### config.mk
export PLATFORM = sky130hd
export DESIGN_NAME = sram_arbiter
export DESIGN_NICKNAME = d
export VERILOG_FILES = /design/src/rtl/sram_arbiter.sv
export SDC_FILE = /design/constraint.sdc
export NUM_CORES = 1
export LEC_CHECK = 0
export BUFFER_PORTS_ARGS = -buffer_cell sky130_fd_sc_hd__clkbuf_2
export CAP_MARGIN = 10
export CORE_ASPECT_RATIO = 1.4
export CORE_UTILIZATION = 49
export CTS_CLUSTER_DIAMETER = 200
export DETAILED_ROUTE_END_ITERATION = 8
export GPL_ROUTABILITY_DRIVEN = 0
export PLACE_DENSITY = 0.88
export SYNTH_ARGS = -nofsm -noshare
export SYNTH_HDL_FRONTEND = slang
export SYNTH_SLANG_ARGS = --single-unit
### constraint.sdc
create_clock -name i_clk -period 4.22 [get_ports i_clk]
set_clock_uncertainty 0.15 [all_clocks]
set_input_delay 0.211 -clock i_clk [delete_from_list [all_inputs] [get_ports i_clk]]
set_output_delay 0.211 -clock i_clk [all_outputs]
set_load 0.01 [all_outputs]
### src/rtl/sram_arbiter.sv
// Two-port arbiter for the board SRAM: recorder writes, DSP reads, round-robin on ties.
// Every access is a fixed ACC_CYC strobe window followed by one TURN cycle that carries the ack.
module sram_arbiter #(
  parameter int ADDR_W  = 20,
  parameter int DATA_W  = 16,
  parameter int ACC_CYC = 2
) (
  input  logic              i_clk,
  input  logic              i_rst,
  input  logic              i_rec_req,
  input  logic [ADDR_W-1:0] i_rec_addr,
  input  logic [DATA_W-1:0] i_rec_data,
  output logic              o_rec_ack,
  input  logic              i_dsp_req,
  input  logic [ADDR_W-1:0] i_dsp_addr,
  output logic [DATA_W-1:0] o_dsp_data,
  output logic              o_dsp_ack,
  output logic [ADDR_W-1:0] o_sram_addr,
  output logic [DATA_W-1:0] o_sram_dq,
  output logic              o_sram_dq_oe,
  input  logic [DATA_W-1:0] i_sram_dq,
  output logic              o_sram_ce_n,
  output logic              o_sram_oe_n,
  output logic              o_sram_we_n,
  output logic              o_sram_lb_n,
  output logic              o_sram_ub_n,
  output logic              o_busy
);

  typedef enum logic [1:0] {IDLE, WR, RD, TURN} state_t;

  state_t     state, state_nx;
  logic [3:0] cnt;
  logic       last_dsp;
  logic       grant_rec, grant_dsp;
  logic       ce_nx, oe_nx, we_nx, dq_oe_nx, rec_ack_nx, dsp_ack_nx, busy_nx;

  always_ff @(posedge i_clk) begin
    if (i_rst) begin
      state    <= IDLE;
      cnt      <= '0;
      last_dsp <= 1'b1;
    end else begin
      state <= state_nx;
      if (grant_rec || grant_dsp)
        cnt <= 4'(ACC_CYC - 1);
      else if ((state == WR || state == RD) && cnt != 4'd0)
        cnt <= cnt - 4'd1;
      if (grant_rec) last_dsp <= 1'b0;
      if (grant_dsp) last_dsp <= 1'b1;
    end
  end

  always_comb begin
    state_nx  = state;
    grant_rec = 1'b0;
    grant_dsp = 1'b0;
    case (state)
      IDLE: begin
        if (i_rec_req && (!i_dsp_req || last_dsp)) begin
          grant_rec = 1'b1;
          state_nx  = WR;
        end else if (i_dsp_req) begin
          grant_dsp = 1'b1;
          state_nx  = RD;
        end
      end
      WR:      if (cnt == 4'd0) state_nx = TURN;
      RD:      if (cnt == 4'd0) state_nx = TURN;
      TURN:    state_nx = IDLE;
      default: state_nx = IDLE;
    endcase
  end

  // Output values are derived from the next state so the registered pins line up with the state.
  // dq_oe stays on through TURN after a write so the data is held past the rising we_n.
  always_comb begin
    ce_nx      = !(state_nx == WR || state_nx == RD);
    we_nx      = state_nx != WR;
    oe_nx      = state_nx != RD;
    dq_oe_nx   = (state_nx == WR) || (state_nx == TURN && state == WR);
    rec_ack_nx = (state == WR) && (state_nx == TURN);
    dsp_ack_nx = (state == RD) && (state_nx == TURN);
    busy_nx    = state_nx != IDLE;
  end

  always_ff @(posedge i_clk) begin
    if (i_rst) begin
      o_sram_ce_n  <= 1'b1;
      o_sram_oe_n  <= 1'b1;
      o_sram_we_n  <= 1'b1;
      o_sram_lb_n  <= 1'b1;
      o_sram_ub_n  <= 1'b1;
      o_sram_dq_oe <= 1'b0;
      o_rec_ack    <= 1'b0;
      o_dsp_ack    <= 1'b0;
      o_busy       <= 1'b0;
      o_sram_addr  <= '0;
      o_sram_dq    <= '0;
      o_dsp_data   <= '0;
    end else begin
      o_sram_ce_n  <= ce_nx;
      o_sram_oe_n  <= oe_nx;
      o_sram_we_n  <= we_nx;
      o_sram_lb_n  <= ce_nx;
      o_sram_ub_n  <= ce_nx;
      o_sram_dq_oe <= dq_oe_nx;
      o_rec_ack    <= rec_ack_nx;
      o_dsp_ack    <= dsp_ack_nx;
      o_busy       <= busy_nx;
      if (grant_rec) begin
        o_sram_addr <= i_rec_addr;
        o_sram_dq   <= i_rec_data;
      end else if (grant_dsp) begin
        o_sram_addr <= i_dsp_addr;
      end
      if (state == RD && cnt == 4'd0) o_dsp_data <= i_sram_dq;
    end
  end

endmodule

======== Word-level counts from Yosys, hierarchy flattened ========
Index checks and enable logic that the tools add are counted.
word-level totals
  output and inout bits ................... 61
  register bits after elaboration ......... 66
  word-level logic and storage cells ...... 57
operators by class
  reductions and logical operators ........ 21
  mux-type cells .......................... 13
  equal/unequal tests ..................... 8
  add/subtract/negate cells ............... 1
operators with widths
  cell                 number
  $mux 20              2
  $eq 2x2->1 const B   4
  $mux 1               7
  $mux 2               3
  $pmux 2 s3           1
  $reduce_bool 2->1    3
  $reduce_or 2->1      3
  $logic_and 1x1->1    5
  $logic_or 1x1->1     5
  $eq 2x1->1 const B   2
  $logic_not 4->1      1
  $reduce_bool 4->1    1
  $sub 4x1->4 const B  1
  $logic_not 1->1      2
  $logic_not 2->1      1
  $ne 2x1->1 const B   1
  $ne 2x2->1 const B   1

======== Logic depth before layout (Yosys ltp) ========
Gate-level depths: netlist of run 1.
  depth after elaboration ................. 8
  gate-level depth with buffers ........... 10

======== Worst setup path after synthesis of run 1 ========
Ideal clock, no wire load.
  kind .................................... flip-flop to flip-flop
  from .................................... register state[1]
  to ...................................... register o_sram_ub_n
  library setup time ...................... 0.122 ns
  arrival time ............................ 1.711 ns
  stages on the path, launching flop included .. 8
  clock period less this slack ............ 1.983 ns
  slack ................................... 2.237 ns
  cells stage by stage .................... dfxtp_1 > inv_1 > ha_1 > nand2_1 > or4_1 > and3_1 > ha_1 > nand2_1
on the way
  longest elaborated chain between the ends .. 6
ends and longest elaborated chain
  item                                                        RTL line  source
  from (decl)                                                 32        state_t state, state_nx;
  from (signal assigned)                                      44        state <= state_nx;
  $eq 2x1->1, or another cell as far along                    58        case (state)
  $reduce_or 2->1 (no line) / $mux 2 (equally long branches)  -
  $pmux 2 s3 (*)                                              58
  $eq 2x1->1 / $eq 2x2->1 (equally long branches)             78        ce_nx = !(state_nx == WR || state_nx == RD);
  $logic_or 1x1->1 (*)                                        78
  $logic_not 1->1 (*)                                         78
  to (signal assigned)                                        106       o_sram_ub_n <= ce_nx;
  to (decl)                                                   26        output logic o_sram_ub_n,
Mark *: on every way between the ends. The rest lies on a longest branch, timed or not.
A chain may end at the register's enable or synchronous reset.

======== Worst setup path in the final report of run 1 ========
  from .................................... register state[0]
  to ...................................... register o_sram_addr[6]
on the way
  longest elaborated chain between the ends .. 3
ends and longest elaborated chain
  item                                                 RTL line  source
  $logic_not 2->1 (*)                                  58
  $mux 1                                               58
  $mux 20 / $reduce_bool 2->1 (equally long branches)  -
  to (signal assigned)                                 112       o_sram_addr <= i_rec_addr;
  to (signal assigned)                                 115       o_sram_addr <= i_dsp_addr;
  to (decl)                                            18        output logic [ADDR_W-1:0] o_sram_addr,
Marks and branches as above.

==> results of run 1 <==
==> how the worst min path moves through the flow <==
| stage | start | to | cells after the start |
|---|---|---|---|
| 2_1_floorplan | i_rst | o_sram_we_n | 2 |
| 3_3_place_gp | i_sram_dq[3] | o_dsp_data[3] | 3 |
| 3_5_place_dp | i_sram_dq[5] | o_dsp_data[5] | 3 |
| 4_1_cts | i_dsp_addr[0] | o_sram_addr[0] | 3 |
| 5_1_grt | i_dsp_addr[0] | o_sram_addr[0] | 3 |
| 6_report | i_dsp_addr[0] | o_sram_addr[0] | 3 |
==> synth_stat cells, types with 2 or more instances <==
cell type	count	area [sq um]
buf_4	3	22.5
nor2b_1	4	25.0
a31oi_1	21	131
clkbuf_1	9	33.8
dfxtp_1	66	1320
buf_2	15	75.1
ha_1	8	100
nand2b_1	2	12.5
buf_1	5	18.8
and2_1	2	12.5
o21ai_0	26	130
nand3_1	37	185
a21oi_1	36	180
nand2_1	39	146
nor3_1	2	10.0
inv_1	4	15.0
nor2_1	2	7.51
and3_1	4	25.0
o21ai_1	31	155
==> power breakdown <==
part / internal (W) / switching, W / leakage, nW
registers: 0.000709 / 0.0000539 / 0.542
clock network: 0.000332 / 0.000241 / 0.107
logic: 0.000264 / 0.000325 / 1.30
==> metrics by stage <==
stage	cells	power [W]	setup slack, ns
after detailed placement	508	0.00123	1.87
after floorplan	332	0.00108	2.24
after CTS	593	0.00188	1.36
final	594	0.00193	1.46
after global routing	594	0.00202	1.32
after global placement	508	0.00122	2.06
==> cell families after synthesis <==
| group | after synthesis |
|---|---|
| buf+inv | 37 |
| flops | 66 |
| fa+ha+maj | 8 |
| simple gates | 101 |
| mux | 1 |
| compound gates | 119 |
==> worst register-to-register path, cell delays in order, from the launching register on <==
cell and delay, ns:
dfxtp_1 0.34, inv_1 0.09, ha_1 0.30, o21a_1 0.62
buf_8 0.26, o21ai_0 0.12, a31oi_1 0.23, dlygate4sd3_1 0.60
==> per-layer routing <==
layer,up-vias,part of all wire (%),track usage [%]
met5,-,0,0
met4,0,5.0,18.7
met3,51,8.6,7.83
met2,223,50,57.9
met1,1513,36,37.4
li1,1557,-,-
==> state kept, by name, indices dropped and copies added, names as in the netlist <==
register      count
o_dsp_ack         1
o_sram_oe_n       1
o_sram_dq_oe      1
state             2
o_sram_we_n       1
o_sram_ub_n       1
cnt               4
o_sram_dq        16
last_dsp          1
o_sram_addr      20
o_busy            1
o_rec_ack         1
o_dsp_data       16
==> repair_timing <==
action                                 4_1_cts  5_1_grt
gates resized for setup                      0        0
endpoints found under the hold margin       52        0
hold buffers                                69        0
==> area by class of cell <==
cell class	instances	area share [%]
flip-flops and latches	66	30.5
repair buffers	210	32.7
inverters	5	0.434
well taps	68	1.97
clock buffers	11	3.04
clock inverters	5	1.82
multi-input cells	229	29.4
==> metrics, run 1 <==
total inserted antenna cells 0; Yosys warnings 0; Post-Synthesis Cells 332; relative slew slack 42.2%; DRT antenna net count 0; # nets final 605; final hold vios 0; largest family of logic cells by synthesized area compound AO/OA/AOI/OAI gates; sequential fraction of the synthesis area 47.8%; XOR/XNOR share of the synthesized area 0%; reg-to-reg critical path endpoint o_sram_addr[6]; initial antenna violation count 0; Fmax achieved 362 MHz; CP Cell Sequence inv_1 -> ha_1 -> o21a_1 -> buf_8 -> o21ai_0 -> a31oi_1 -> dlygate4sd3_1; IO buf count 136; HP Class input pin to flip-flop; status finished, final reports clean; Num CTS Buffers 9; Die Y 90.8 um; post-synthesis mux area share 0.362%; P_leak 1.95 nW; Post-synth EDFFs 0; grt ovf 0; vias 3,344; Critical Path Start Type flip-flop; Crit path max-delay family compound AO/OA/AOI/OAI gates; launch point of the worst path state[0]; Setup CP Type flip-flop to flip-flop; Syn Area/Cell 8.32 sq um; slowest CP cell o21a_1; Critical Path Sink o_sram_addr[6]; DRC Markers 0; RSZ-0062 raised after global routing false; largest net degree at the start of global routing 45; GRT Total Usage 33.8%; FF-to-FF Start state[0]; final non-filler cell area 4330 sq um; r2r setup slk 1.46 ns; die area 5940 sq um; Post-DP HPWL 4630 um; root buf cell clkbuf_8; WP data arrival 2.89 ns; Critical Path Stages 7; Synth cell types 35; Max Cap Viol 0; Max FO, Critical Path 24; FILL cells 363; area grow syn2layout 56.6%; mapped cell area 2760 sq um; postcts setup bufs 0; Total Routed Length 9610 um; final core occ 78.9%; Tmin final 2.76 ns; DP Area 3410 sq um; Slew @ Worst Pin 0.867 ns; most common cell after layout, fill and taps aside clkbuf_2; CTS tree yes; CP peak stage delay 0.62 ns; Starting Density 50.3%; Final Cycle Share 65.4%; clock slew at reported path FFs 0.08 ns; depth of the CTS H-tree 3; drt pass-1 iters 5; Clk Latency, worst-skew pair 0.34 ns; CP bufs+invs 3; iteration-0 DRC count of the detailed router 240; num ports 137; Reg2Reg Depth 7; register area 1320 sq um; Worst Path Required 4.35 ns; CTS Sinks 66; #FFs+latches synth 66; Worst Setup End Kind flip-flop; Placement Rows 32; syn nets 416; most frequent cells in the layout clkbuf_2, dlygate4sd3_1, dfxtp_1; fraction of registers with async set/reset 0%; Core Region 5490 sq um; wire per inst 16.2 um; global-route wire length before repair 15,500 um; setup TNS 0 ns; Power Density 445 nW/um^2; CTS Buffer Depth 2; Hold WS 0.0268 ns; via-per-instance ratio 5.63; dominant synthesized flop cell dfxtp_1; post-synthesis simple-gate area fraction 18.8%; worst ir drop on vdd 0.297 mV; Die Wd 65.4 um; area occupied by multi-input gates 1270 sq um; fin. max-slew vios 0; Setup-failing EPs final 0; post-synthesis adder-cell area fraction 3.62%; fraction of layout cells with a size suffix above 1 31.0%; vias in the first global route 3,310; compound-gate portion of the synthesized area 23.2%
(Power assumes the default switching activity.)
==> run 2: changes to the inputs <==
- CORE_UTILIZATION: 49 -> 45
- PLACE_DENSITY: 0.88 -> 0.82
- clock period: 4.22 -> 2.9 ns (I/O delays scaled with it)
==> run 2 against run 1 <==
Compared with the run above:
- sequential power is 44% higher
- non-clock buffer count is 4 higher
- sequential share of layout area is 0.12 points lower
- register-to-register slack worse by 1.2 ns
- clock-buffer cell count is 3 higher
- via count is 2.6% lower
- sequential cell count stayed put
- largest cell class unchanged
- maximum frequency is 3.4% higher
- total power is 38% higher
- first-iteration DRC count is 47% lower
- setup slack worse by 1.2 ns
==> metrics, run 2 (synthesis results as in run 1) <==
max reg flops 20 (unchanged); vias 3,257 (was 3,344); Worst Path Required 2.96 ns (was 4.35 ns); area grow syn2layout 57.3% (was 56.6%); WP data arrival 2.73 ns (was 2.89 ns); clock slew at reported path FFs 0.07 ns (was 0.08 ns); Reg2Reg Depth 6 (was 7); P_leak 1.97 nW (was 1.95 nW); Setup CP Type flip-flop to flip-flop (unchanged); iteration-0 DRC count of the detailed router 127 (was 240); Total Routed Length 9110 um (was 9610 um); total inserted antenna cells 0 (unchanged); IO buf count 136 (unchanged); final setup margin 0.232 ns (was 1.46 ns); Placement Rows 33 (was 32); Max Cap Viol 0 (unchanged); Die Wd 68.2 um (was 65.4 um); CTS tree yes (unchanged); CTS Sinks 66 (unchanged); RSZ-0062 raised after global routing false (unchanged); fraction of layout cells with a size suffix above 1 30.9% (was 31.0%); dpl ws 0.734 ns (was 1.87 ns); status finished, final reports clean (unchanged); wire per inst 15.2 um (was 16.2 um); Largest Register o_sram_addr (unchanged); setup TNS 0 ns (unchanged); Worst Hold Path Cells 4 (was 3); fin. max-slew vios 0 (unchanged); Clk Latency, worst-skew pair 0.33 ns (was 0.34 ns); final cell count without fillers 600 (was 594); FILL cells 413 (was 363); vias in the first global route 3,122 (was 3,310); GRT Total Usage 29.4% (was 33.8%); worst ir drop on vdd 0.412 mV (was 0.297 mV); postcts setup bufs 0 (unchanged); grt ovf 0 (unchanged); Crit path max-delay family buffers and inverters (was compound AO/OA/AOI/OAI gates); relative slew slack 46.6% (was 42.2%); Num CTS Buffers 9 (unchanged); Power Density 614 nW/um^2 (was 445 nW/um^2); Worst Setup End Kind flip-flop (unchanged); drt pass-1 iters 5 (unchanged); Setup-failing EPs final 0 (unchanged); Fmax achieved 375 MHz (was 362 MHz); Starting Density 46.8% (was 50.3%); CTS Buffer Depth 2 (unchanged); Slew @ Worst Pin 0.797 ns (was 0.867 ns); most common cell after layout, fill and taps aside clkbuf_2 (unchanged); depth of the CTS H-tree 3 (unchanged); DRC Markers 0 (unchanged); CP peak stage delay 0.60 ns (was 0.62 ns); final hold vios 0 (unchanged); Die Y 94.7 um (was 90.8 um); DRT antenna net count 0 (unchanged); largest net degree at the start of global routing 41 (was 45); top flop regs o_sram_addr x20, o_dsp_data x16, o_sram_dq x16 (unchanged); Post-DP HPWL 4780 um (was 4630 um); Critical Path Start Type flip-flop (unchanged); via-per-instance ratio 5.43 (was 5.63); HP Class input pin to flip-flop (unchanged); # nets final 609 (was 605); CP Cell Sequence inv_1 -> ha_1 -> nand2_2 -> o21ai_0 -> a31oi_1 -> dlygate4sd3_1 (was inv_1 -> ha_1 -> o21a_1 -> buf_8 -> o21ai_0 -> a31oi_1 -> dlygate4sd3_1); root buf cell clkbuf_8 (unchanged); most frequent cells in the layout clkbuf_2, dlygate4sd3_1, dfxtp_1 (unchanged); initial antenna violation count 0 (unchanged); Core Region 5900 sq um (was 5490 sq um); num ports 137 (unchanged); Max FO, Critical Path 37 (was 24); slowest CP cell dlygate4sd3_1 (was o21a_1); final core occ 73.6% (was 78.9%); register area 1320 sq um (unchanged); Critical Path Stages 6 (was 7); die area 6460 sq um (was 5940 sq um); area occupied by multi-input gates 1270 sq um (unchanged); Tmin final 2.67 ns (was 2.76 ns); global-route wire length before repair 14,200 um (was 15,500 um); CP bufs+invs 2 (was 3); Final Cycle Share 92.0% (was 65.4%); Placed Instances 512 (was 508)
[run 2: final timing paths]
path / from / to / slack, ns
min reg2reg: o_dsp_data[3] / o_dsp_data[3] / 0.31
max: state[1] / o_sram_addr[12] / 0.23
min: i_rec_req / state[1] / 0.14
max reg2reg: state[1] / o_sram_addr[12] / 0.23
[run 2: power breakdown]
part           total (W)  switching (W)  internal [W]  leakage, nW
Clock           0.000704       0.000326      0.000379       0.0965
Sequential       0.00110      0.0000683       0.00103        0.542
Combinational   0.000860       0.000467      0.000393         1.33
[run 2: routing by layer]
layer  vias to the layer above  GRT usage, %  share of wire (%)
met1                      1488          32.4                 39
met4                         0          11.8                2.6
li1                       1564             -                  -
met5                         -             0                  0
met2                       181          51.0                 51
met3                        24          8.57                7.5
[run 2: per-stage QoR]
stage                     cell area (sq um)  hold WS [ns]  total power (W)
after detailed placement               3440         0.227          0.00181
final                                  4340         0.136          0.00266
after global routing                   4340         0.140          0.00283
after floorplan                        2760         0.129          0.00157
after CTS                              4340         0.116          0.00264
after global placement                 3440         0.220          0.00179
[run 2: timing repair]
item                       4_1_cts  5_1_grt
resized for setup                0        0
setup endpoints to repair        0        0
hold buffers                    72        0
hold endpoints to repair        52        0
[run 2: final cells by class]
type | instances | share of cell area, %
repair buffers | 214 | 33.6
flip-flops and latches | 66 | 30.4
multi-input cells | 229 | 29.3
clock buffers | 14 | 3.98
well taps | 70 | 2.02
inverters | 5 | 0.432
clock inverters | 2 | 0.230
[run 2: tightest hold or removal path, stage by stage]
cell      delay [ns]
clkbuf_2        0.13
nand2_1         0.06
o211ai_1        0.14
a21oi_1         0.09
==> run 3: changes to the inputs <==
- HOLD_SLACK_MARGIN: default -> 0.15
==> run 3 against run 2 <==
Compared with the run above:
- die area did not move
- sequential power about the same
- hold slack better by 0.017 ns
- setup slack better by 0.0093 ns
- register-to-register slack is essentially flat
- combinational power hardly changed
- critical endpoint unchanged
- first-iteration DRC count up 1.6%
- sequential cell count unchanged
- sequential share of layout area fell by 0.21 points
- non-clock buffer count rose by 3
- wire length about the same
- final cell count up 0.50%
==> metrics, run 3 (synthesis results as in run 1) <==
Die Wd 68.2 um (unchanged); initial antenna violation count 0 (unchanged); Clk Latency, worst-skew pair 0.33 ns (about the same); Reg2Reg Depth 6 (unchanged); root buf cell clkbuf_8 (unchanged); relative slew slack 48.8% (was 46.6%); Critical Path Start Type flip-flop (unchanged); Slew @ Worst Pin 0.765 ns (was 0.797 ns); launch point of the worst path state[1] (unchanged); Setup-failing EPs final 0 (unchanged); GRT Total Usage 29.4% (about the same); HP Class input pin to flip-flop (unchanged); Post-DP HPWL 4780 um (unchanged); Critical Path Sink o_sram_addr[12] (unchanged); DRT antenna net count 0 (unchanged); via-per-instance ratio 5.44 (was 5.43); most common cell after layout, fill and taps aside clkbuf_2 (unchanged); Fmax achieved 376 MHz (was 375 MHz); # nets final 612 (was 609); fin. max-slew vios 0 (unchanged); Total Routed Length 9110 um (about the same); wire per inst 15.1 um (was 15.2 um); Hold WS 0.153 ns (was 0.136 ns); FF-to-FF Start state[1] (unchanged); Max FO, Critical Path 37 (unchanged); Setup CP Type flip-flop to flip-flop (unchanged); CTS Sinks 66 (unchanged); Max Cap Viol 0 (unchanged); top flop regs o_sram_addr x20, o_dsp_data x16, o_sram_dq x16 (unchanged); drt pass-1 iters 5 (unchanged); status finished, final reports clean (unchanged); WP data arrival 2.72 ns (was 2.73 ns); Core Region 5900 sq um (unchanged); CTS tree yes (unchanged); max reg flops 20 (unchanged); area occupied by multi-input gates 1270 sq um (unchanged); worst ir drop on vdd 0.410 mV (was 0.412 mV); final hold vios 0 (unchanged); clock slew at reported path FFs 0.07 ns (about the same); Final Cycle Share 91.7% (was 92.0%); r2r setup slk 0.24 ns (was 0.23 ns); iteration-0 DRC count of the detailed router 129 (was 127); FILL cells 403 (was 413); RSZ-0062 raised after global routing false (unchanged); Placement Rows 33 (unchanged); die area 6460 sq um (unchanged); reg-to-reg critical path endpoint o_sram_addr[12] (unchanged); total inserted antenna cells 0 (unchanged); Worst Setup End Kind flip-flop (unchanged); Die Y 94.7 um (unchanged); Tmin final 2.66 ns (was 2.67 ns); IO buf count 136 (unchanged); DRC Markers 0 (unchanged); Worst Path Required 2.96 ns (about the same); Largest Register o_sram_addr (unchanged); Starting Density 46.8% (unchanged); num ports 137 (unchanged); vias in the first global route 3,146 (was 3,122); postcts setup bufs 0 (unchanged); vias 3,282 (was 3,257); area grow syn2layout 58.4% (was 57.3%); P_leak 1.98 nW (was 1.97 nW); depth of the CTS H-tree 3 (unchanged); grt ovf 0 (unchanged); global-route wire length before repair 14,200 um (about the same); setup TNS 0 ns (unchanged); Num CTS Buffers 9 (unchanged); largest net degree at the start of global routing 41 (unchanged); fraction of layout cells with a size suffix above 1 30.8% (was 30.9%); most frequent cells in the layout clkbuf_2, dlygate4sd3_1, dfxtp_1 (unchanged); CTS Buffer Depth 2 (unchanged); register area 1320 sq um (unchanged); Power Density 611 nW/um^2 (was 614 nW/um^2)
-- run 3: cell count changes in the layout (fill, tap and decap cells not counted), sizes merged --
cell         before  now
dlygate4sd3      72   75
-- run 3: critical path: stages (launching register included) --
cell and delay [ns]:
dfxtp_1 0.33, inv_1 0.10, ha_1 0.30, nand2_2 0.45, o21ai_0 0.44, a31oi_1 0.16, dlygate4sd3_1 0.60
-- run 3: area by class of cell --
| class | instances | share of cell area (%) |
|---|---|---|
| inverter | 5 | 0.429 |
| clock inverter | 2 | 0.229 |
| multi-input combinational | 229 | 29.1 |
| clock buffer | 14 | 3.95 |
| sequential | 66 | 30.2 |
| timing repair buffer | 217 | 34.0 |
| tap | 70 | 2.00 |
-- run 3: repair_timing --
item | 4_1_cts | 5_1_grt
hold buffers | 75 | 0
resized for setup | 0 | 0
endpoints found under the hold margin | 57 | 0
-- run 3: power by group --
group | switching, W | internal (W) | leakage (nW)
logic | 0.000465 | 0.000398 | 1.34
registers | 0.0000689 | 0.00103 | 0.542
clock network | 0.000328 | 0.000379 | 0.0965
total | 0.000862 | 0.00181 | 1.98
-- run 3: worst min path at each step --
stage | cells after the start | slack [ns] | endpoint | from
after floorplan | 2 | 0.13 | o_sram_we_n | i_rst
after global placement | 3 | 0.22 | o_dsp_data[12] | i_sram_dq[12]
after detailed placement | 3 | 0.23 | o_dsp_data[3] | i_sram_dq[3]
after CTS | 3 | 0.15 | o_busy | i_rst
after global routing | 3 | 0.19 | o_busy | i_rst
final | 3 | 0.15 | o_busy | i_rst
-- run 3: metrics by stage --
stage	worst slack (ns)	area [sq um]	cells	power [W]	util, %
after global placement	0.819	3440	512	0.00179	58.3
final	0.241	4370	603	0.00267	74.1
after floorplan	0.917	2760	332	0.00157	-
after detailed placement	0.734	3440	512	0.00181	58.3
after CTS	0.442	4370	603	0.00265	74.1
after global routing	0.0358	4370	603	0.00283	74.1
-- run 3: per-layer routing --
layer,track usage [%],part of all wire [%]
met1,32.0,39
met2,51.0,51
met3,7.73,7.2
met4,14.1,2.9
met5,0,0
